===== config.mk =====
export PLATFORM = sky130hd
export DESIGN_NAME = ref_fetch
export DESIGN_NICKNAME = d
export VERILOG_FILES = /design/src/rtl/mpeg2_pkg.sv /design/src/rtl/addr_fifo.sv /design/src/rtl/ref_fetch.sv
export SDC_FILE = /design/constraint.sdc
export NUM_CORES = 1
export LEC_CHECK = 0
export ABC_CLOCK_PERIOD_IN_PS = 15500
export BUFFER_PORTS_ARGS = -buffer_cell sky130_fd_sc_hd__clkbuf_2
export CAP_MARGIN = 10
export CORE_ASPECT_RATIO = 0.9
export CORE_MARGIN = 3
export CORE_UTILIZATION = 50
export CTS_CLUSTER_SIZE = 10
export DETAILED_ROUTE_END_ITERATION = 12
export PLACE_DENSITY = 0.74
export SLEW_MARGIN = 40
export SYNTH_ARGS = -nofsm -noshare
export SYNTH_HDL_FRONTEND = slang
export SYNTH_SLANG_ARGS = --single-unit

===== constraint.sdc =====
create_clock -name clk -period 15.5 [get_ports clk]
set_clock_uncertainty 0.1 [all_clocks]
set_input_delay 0.775 -clock clk [delete_from_list [all_inputs] [get_ports clk]]
set_output_delay 0.775 -clock clk [all_outputs]
set_load 0.03 [all_outputs]

===== src/rtl/mpeg2_pkg.sv =====
package mpeg2_pkg;

  localparam int FETCH_DEPTH = 8;
  localparam int PIX_W       = 8;
  localparam int ADDR_W      = 32;
  localparam int CNT_W       = $clog2(FETCH_DEPTH + 1);
  localparam int PTR_W       = $clog2(FETCH_DEPTH);

  typedef enum logic {
    ST_IDLE = 1'b0,
    ST_BUSY = 1'b1
  } fetch_state_t;

endpackage


===== src/rtl/addr_fifo.sv =====
import mpeg2_pkg::*;

module addr_fifo #(
  parameter int DATA_W = ADDR_W
) (
  input  logic              clk,
  input  logic              reset_n,
  input  logic              push,
  input  logic [DATA_W-1:0] din,
  input  logic              pop,
  output logic [DATA_W-1:0] dout,
  output logic              full,
  output logic              empty
);

  logic [DATA_W-1:0] mem [FETCH_DEPTH];
  logic [PTR_W:0]    wr_ptr;
  logic [PTR_W:0]    rd_ptr;

  assign empty = (wr_ptr == rd_ptr);
  assign full  = (wr_ptr[PTR_W] != rd_ptr[PTR_W]) &&
                 (wr_ptr[PTR_W-1:0] == rd_ptr[PTR_W-1:0]);
  assign dout  = mem[rd_ptr[PTR_W-1:0]];

  // ---- storage and pointers: write at tail, read combinationally at head
  always_ff @(posedge clk or negedge reset_n) begin
    if (!reset_n) begin
      wr_ptr <= '0;
      rd_ptr <= '0;
      for (int i = 0; i < FETCH_DEPTH; i++) begin
        mem[i] <= '0;
      end
    end else begin
      if (push && !full) begin
        mem[wr_ptr[PTR_W-1:0]] <= din;
        wr_ptr                 <= wr_ptr + (PTR_W+1)'(1);
      end
      if (pop && !empty) begin
        rd_ptr <= rd_ptr + (PTR_W+1)'(1);
      end
    end
  end

endmodule


===== src/rtl/ref_fetch.sv =====
import mpeg2_pkg::*;

module ref_fetch #(
  parameter int DATA_W = PIX_W
) (
  input  logic              clk,
  input  logic              reset_n,
  input  logic              load,
  input  logic [ADDR_W-1:0] frame_base,
  input  logic [10:0]       stride,
  input  logic [9:0]        base_x,
  input  logic [8:0]        base_y,
  input  logic [3:0]        mx,
  input  logic [3:0]        my,
  input  logic              mreq,
  output logic              m_wait,
  output logic              m_valid,
  output logic [DATA_W-1:0] mq,
  output logic [ADDR_W-1:0] avm_address,
  output logic              avm_read,
  input  logic              avm_waitrequest,
  input  logic [DATA_W-1:0] avm_readdata,
  input  logic              avm_readdatavalid,
  output logic              idle
);

  function automatic logic [ADDR_W-1:0] calc_addr(
    input logic [ADDR_W-1:0] base,
    input logic [9:0]        row,
    input logic [10:0]       str,
    input logic [10:0]       col
  );
    logic [20:0] line_off;
    line_off = 21'(row) * 21'(str);
    return base + ADDR_W'(line_off) + ADDR_W'(col);
  endfunction

  fetch_state_t      state;
  fetch_state_t      state_nxt;
  logic [CNT_W-1:0]  inflight;
  logic              accept;
  logic              ret;

  logic [ADDR_W-1:0] cfg_base;
  logic [10:0]       cfg_stride;
  logic [9:0]        cfg_bx;
  logic [8:0]        cfg_by;

  logic              vld_p0;
  logic [9:0]        row_p0;
  logic [10:0]       col_p0;
  logic              vld_p1;
  logic [ADDR_W-1:0] addr_p1;

  logic              fifo_full;
  logic              fifo_empty;
  logic              push_p1;
  logic              pop;

  assign accept  = mreq && !m_wait;
  assign ret     = avm_readdatavalid && (inflight != '0);
  assign push_p1 = vld_p1 && !fifo_full;
  assign pop     = avm_read && !avm_waitrequest;

  always_comb begin
    state_nxt = state;
    m_wait    = 1'b0;
    idle      = 1'b0;
    case (state)
      ST_IDLE: begin
        idle   = 1'b1;
        m_wait = load;
        if (accept) state_nxt = ST_BUSY;
      end
      ST_BUSY: begin
        m_wait = (inflight == CNT_W'(FETCH_DEPTH));
        if ((inflight == CNT_W'(1)) && ret && !accept) state_nxt = ST_IDLE;
      end
      default: state_nxt = ST_IDLE;
    endcase
  end

  always_ff @(posedge clk or negedge reset_n) begin
    if (!reset_n) begin
      state    <= ST_IDLE;
      inflight <= '0;
    end else begin
      state <= state_nxt;
      case ({accept, ret})
        2'b10:   inflight <= inflight + CNT_W'(1);
        2'b01:   inflight <= inflight - CNT_W'(1);
        default: inflight <= inflight;
      endcase
    end
  end

  always_ff @(posedge clk or negedge reset_n) begin
    if (!reset_n) begin
      cfg_base   <= '0;
      cfg_stride <= '0;
      cfg_bx     <= '0;
      cfg_by     <= '0;
    end else if ((state == ST_IDLE) && load) begin
      cfg_base   <= frame_base;
      cfg_stride <= stride;
      cfg_bx     <= base_x;
      cfg_by     <= base_y;
    end
  end

  // ---- stage p0: block origin plus in-block offset
  always_ff @(posedge clk or negedge reset_n) begin
    if (!reset_n) begin
      vld_p0 <= 1'b0;
    end else begin
      vld_p0 <= accept;
    end
  end

  always_ff @(posedge clk) begin
    if (accept) begin
      row_p0 <= 10'(cfg_by) + 10'(my);
      col_p0 <= 11'(cfg_bx) + 11'(mx);
    end
  end

  // ---- stage p1: linear byte address, pushed into the address queue next edge
  always_ff @(posedge clk or negedge reset_n) begin
    if (!reset_n) begin
      vld_p1 <= 1'b0;
    end else begin
      vld_p1 <= vld_p0;
    end
  end

  always_ff @(posedge clk) begin
    if (vld_p0) begin
      addr_p1 <= calc_addr(cfg_base, row_p0, cfg_stride, col_p0);
    end
  end

  // ---- memory issue: queue head drives the read master
  addr_fifo #(
    .DATA_W (ADDR_W)
  ) u_addr_fifo (
    .clk     (clk),
    .reset_n (reset_n),
    .push    (push_p1),
    .din     (addr_p1),
    .pop     (pop),
    .dout    (avm_address),
    .full    (fifo_full),
    .empty   (fifo_empty)
  );

  assign avm_read = !fifo_empty;

  // ---- return stage: in-order read data back to the requester
  always_ff @(posedge clk or negedge reset_n) begin
    if (!reset_n) begin
      m_valid <= 1'b0;
      mq      <= '0;
    end else begin
      m_valid <= ret;
      if (ret) begin
        mq <= avm_readdata;
      end
    end
  end

endmodule


**Word level (Yosys, flattened, before mapping)**

Index checks and enable logic that the tools add are counted.
Widths: inputs -> output; s select.

- Bitwise operators: 3
- Add/subtract/negate cells: 8
- Order comparisons: 3
- Muxes and demuxes: 12
- Multiply operators: 1
- Reduce and logical (&&, ||, !) cells: 18
- Equal/unequal tests: 7

Operators with widths:

| kind | number |
|---|---|
| $bwmux 256 | 1 |
| $bmux 32 s3 | 1 |
| $demux 32 s3 | 1 |
| $mux 32 | 3 |
| $add 32x11->32 | 1 |
| $add 32x21->32 | 1 |
| $mul 10x11->21 | 1 |
| $add 4x1->4 const B | 3 |
| $add 10x4->11 | 1 |
| $logic_and 1x1->1 | 11 |
| $add 9x4->10 | 1 |
| $ge 4x4->1 const B | 2 |
| $not 3->4 | 2 |
| $pmux 4 s2 | 1 |
| $logic_not 1->1 | 5 |
| $eq 4x1->1 const B | 1 |
| $eq 4x4->1 | 1 |
| $eq 4x4->1 const B | 1 |
| $lt 4x1->1 const B | 1 |
| $pmux 1 s2 | 2 |
| $reduce_bool 4->1 | 1 |
| $sub 4x1->4 const B | 1 |
| $eq 3x3->1 | 1 |
| $mux 1 | 3 |
| 5 further kinds | 5 |

- Flip-flop bits (word level): 395

**Longest topological paths before layout**

- Word-level depth: 8
- Gate-level depth with buffers: 19
- Depth with buffers taken out: 18

**By module**

A second synthesis with hierarchy kept.

- Cells, all modules: 1613
- Area total of the unflattened synthesis: 21874.7 µm²

Modules (own cells, without submodules):

| module | cells each | area each (µm²) | times used |
|---|---|---|---|
| addr_fifo | 706 | 12009.0 | 1 |
| ref_fetch | 907 | 9865.7 | 1 |

**Worst setup path before layout**

No wires, ideal clock.

- Path kind: reg2reg
- Start: register row_p0[4]
- End: register addr_p1[26], data pin
- Buffers on the path: 2
- Cell stages (with the launch flop): 19
- Setup slack: 10.094 ns
- Data required time: 15.135 ns
- Period minus slack after synthesis: 5.406 ns
- Data arrival time: 5.041 ns
- Path through: edfxtp_1 -> clkbuf_1 -> nand2_1 -> fa_1 -> inv_1 -> fa_1 -> fa_1 -> fa_1 -> inv_1 -> fa_1 -> inv_1 -> ha_1 -> clkbuf_1 -> nand2_1 -> nor3_1 -> o21ai_0 -> a2111oi_2 -> or4b_1 -> nand3_1

- Cells in the longest elaborated chain, start to end: 3

RTL lines:

| what | RTL line | source |
|---|---|---|
| start: declaration | ref_fetch.sv:50 | `logic [9:0] row_p0;` |
| start signal: assignment | ref_fetch.sv:122 | `row_p0 <= 10'(cfg_by) + 10'(my);` |
| $mul 10x11->21 | ref_fetch.sv:34 | `line_off = 21'(row) * 21'(str);` |
| $add 32x21->32 | ref_fetch.sv:35 | `return base + ADDR_W'(line_off) + ADDR_W'(col);` |
| $add 32x11->32 | ref_fetch.sv:35 |  |
| end signal: assignment | ref_fetch.sv:138 | `addr_p1 <= calc_addr(cfg_base, row_p0, cfg_stride, col_p0);` |
| end: declaration | ref_fetch.sv:53 | `logic [ADDR_W-1:0] addr_p1;` |

No other way between the ends.
A chain may end at the register's enable or synchronous reset.

**Worst setup path in the final report**

- Start: register cfg_stride[5]
- End: register addr_p1[31], data pin

- Cells in the longest elaborated chain, start to end: 3

RTL lines:

| what | RTL line | source |
|---|---|---|
| start: declaration | ref_fetch.sv:45 | `logic [10:0] cfg_stride;` |
| start signal: assignment | ref_fetch.sv:105 | `cfg_stride <= stride;` |
| $mul 10x11->21 | ref_fetch.sv:34 |  |
| $add 32x21->32 | ref_fetch.sv:35 |  |
| $add 32x11->32 | ref_fetch.sv:35 |  |

No other way between the ends.

==> impl_metrics.tcl <==
set metrics [dict create \
    yosys.area.top_type "dfrtp_1" \
    yosysUniqueCellTypes 59 \
    slew-limit-headroom_pct 50.05 \
    finish.utilization_pct 56.44 \
    synthAdderAreaFrac_pct 13.69 \
    status "completed" \
    regArea_um2 10150 \
    multi_input_area_um2 10690 \
    routed_wl_um 44760 \
    min_path_type "input port to async pin" \
    drc 0 \
    yosys.area_share.simple_pct 6.105 \
    async_reset_ff_share_pct 86.58 \
    grt.busiest_layer "met2" \
    fin_ws_ns 9.509 \
    nets 2006 \
    gp_congestion 0.8560 \
    first_pass_iters 4 \
    grt_start_max_net_pins 117 \
    area_growth_pct 11.25 \
    synth_edf_count 53 \
    clk_latency_ns 0.58 \
    cap_violations 0 \
    cp-end-kind "flop" \
    finalCriticalPeriod_ns 5.991 \
    n_fill_cell 3502 \
    gr-usage-met1_pct 27.24 \
    drive_gt1_share_pct 27.93 \
    ioPinCount 128 \
    whs_ns 0.01887 \
    layout_commonest_cell "dfrtp_1" \
    r2r_start "cfg_stride[5]" \
    die_x_um 226.3 \
    synthMuxAreaShare_pct 24.47 \
    synth_top_area_share_pct 39.17 \
    use_met3_pct 4.538 \
    synth_area_leaders "dfrtp_1, mux2_2, fa_1, edfxtp_1, mux2_1" \
    clkTransAtPathRegs_ns 0.05 \
    reg2reg_depth 16 \
    dp.final_hpwl_um 30240 \
    synth_top_family_by_area "multiplexers" \
    gr-usage-met2_pct 33.33 \
    slew_viol_final 0 \
    clock.fmax_mhz 166.9 \
    grt_use_total_pct 20.19 \
    design.die.area_um2 46240 \
    portBuffers 127 \
    setup-tns-final_ns 0 \
    diodes 0 \
    drt_iter0_drc 742 \
    postSynthAreaPerCell_um2 13.36 \
    postSynthCellCount 1635 \
    path_class "flop to flop" \
    synth-compound-area-share_pct 2.520 \
    cts_tree "built" \
    cts_resized 0 \
    grt_antenna_before_repair 1 \
    post-place-ws_ns 9.582 \
    htreeDepth 2 \
    hold_violations 0 \
    grt_pass1_wl_um 73630 \
    detail-route-antenna-nets 0 \
    cts_made_buffers 46 \
    cts_buffer_depth 3 \
    r2r_end "addr_p1[31]" \
    worstMarginPinSlew_ns 0.7414 \
    cts.sinks 395 \
    r2r_slack_ns 9.51 \
    first_global_vias 13840 \
    core_area_um2 43060 \
    syn-num-nets 1895 \
    wl_per_cell_um 19.26 \
    synth_area_um2 21850 \
    cts_setup_buffers 0 \
    setup_viol 0 \
    yosys_most_used_dff "dfrtp_1" \
    ys_seq_elements 395 \
    start_util_pct 50.74 \
    die_h_um 204.3 \
    vias 12720 \
    grt_overflow 0 \
    rows 72 \
    arrival_ns 6.18 \
    cts_root_buffer "clkbuf_16" \
    vias_per_cell 5.471 \
    worstPathRequired_ns 15.69 \
    yosys.area_share.xor_xnor_pct 2.045 \
    cts_hold_repair.buffers 0 \
    final_cell_mix "dfrtp_1, mux2_2, inv_1" \
    post-route-period-util_pct 38.65 \
    synth_warnings 0 \
    crit_path_max_fanout 11 \
    synth_seq_area_share_pct 46.46 \
    rsz0062_at_grt "false" \
    start_kind "flop" \
]
worst max-delay path by stage:
| stage | from | to | slack, ns |
|---|---|---|---|
| after floorplan | row_p0[4] | addr_p1[26] | 10.09 |
| after global placement | cfg_stride[5] | addr_p1[31] | 9.70 |
| after detailed placement | cfg_stride[5] | addr_p1[31] | 9.58 |
| after CTS | cfg_stride[5] | addr_p1[31] | 9.52 |
| after global routing | cfg_stride[2] | addr_p1[31] | 9.20 |
| final | cfg_stride[5] | addr_p1[31] | 9.51 |
critical path, cell delays in order, from the launching register on:
cell	delay [ns]
dfrtp_1	0.57
nand2_1	0.14
fa_1	0.60
fa_1	0.47
fa_1	0.51
inv_1	0.06
fa_1	0.53
inv_1	0.05
fa_1	0.53
inv_1	0.04
ha_1	0.38
o211ai_1	0.12
a21oi_1	0.25
o21ai_0	0.24
o21ai_0	0.66
o211ai_1	0.26
xnor2_1	0.21
routing by layer:
metal,vias to the layer above,wire (um)
met2,248,21820
met1,6567,19920
li1,5831,-
met3,67,2161
met5,-,9
met4,2,844
flip-flops by register name, indices dropped and copies added (netlist names), 8 cells and up:
| register | cells |
|---|---|
| cfg_bx | 10 |
| u_addr_fifo.mem | 256 |
| col_p0 | 11 |
| cfg_base | 32 |
| row_p0 | 10 |
| mq | 8 |
| cfg_stride | 11 |
| cfg_by | 9 |
| addr_p1 | 32 |
Yosys cell counts (6+ instances only):
cell / n
a21oi_1: 26
and2_1: 53
and3_1: 7
buf_2: 12
buf_4: 15
clkbuf_1: 45
dfrtp_1: 342
edfxtp_1: 53
fa_1: 105
ha_1: 71
inv_1: 165
mux2_1: 128
mux2_2: 217
mux4_2: 64
nand2_1: 133
nand2b_1: 6
nand3_1: 12
nand4_1: 7
nor2_1: 15
nor2b_1: 9
o21ai_0: 31
xnor2_1: 37
xor2_1: 14
per-stage QoR:
| stage | instance area (um^2) | std cells |
|---|---|---|
| 2_1_floorplan | 21850 | 1635 |
| 3_3_place_gp | 22920 | 2252 |
| 3_5_place_dp | 22940 | 2252 |
| 4_1_cts | 24270 | 2323 |
| 5_1_grt | 24300 | 2324 |
| 6_report | 24300 | 2324 |
kinds of logic (layout without fill, tap and decap cells):
group | Yosys count | count (layout)
compound gates | 88 | 88
xor+xnor | 51 | 51
fa+ha+maj | 176 | 176
buf+inv | 247 | 381
flops | 395 | 395
mux | 411 | 411
simple gates | 267 | 267
final cells by class:
cell class,count,area share [%]
multi-input combinational,993,43.98
sequential,395,41.78
clock buffer,67,5.230
timing repair buffer,143,3.310
tap,555,2.857
inverter,167,2.579
clock inverter,4,0.2625
Power is not shown: default switching activity piles up to over one toggle a cycle in this logic, so the estimate is an artifact.
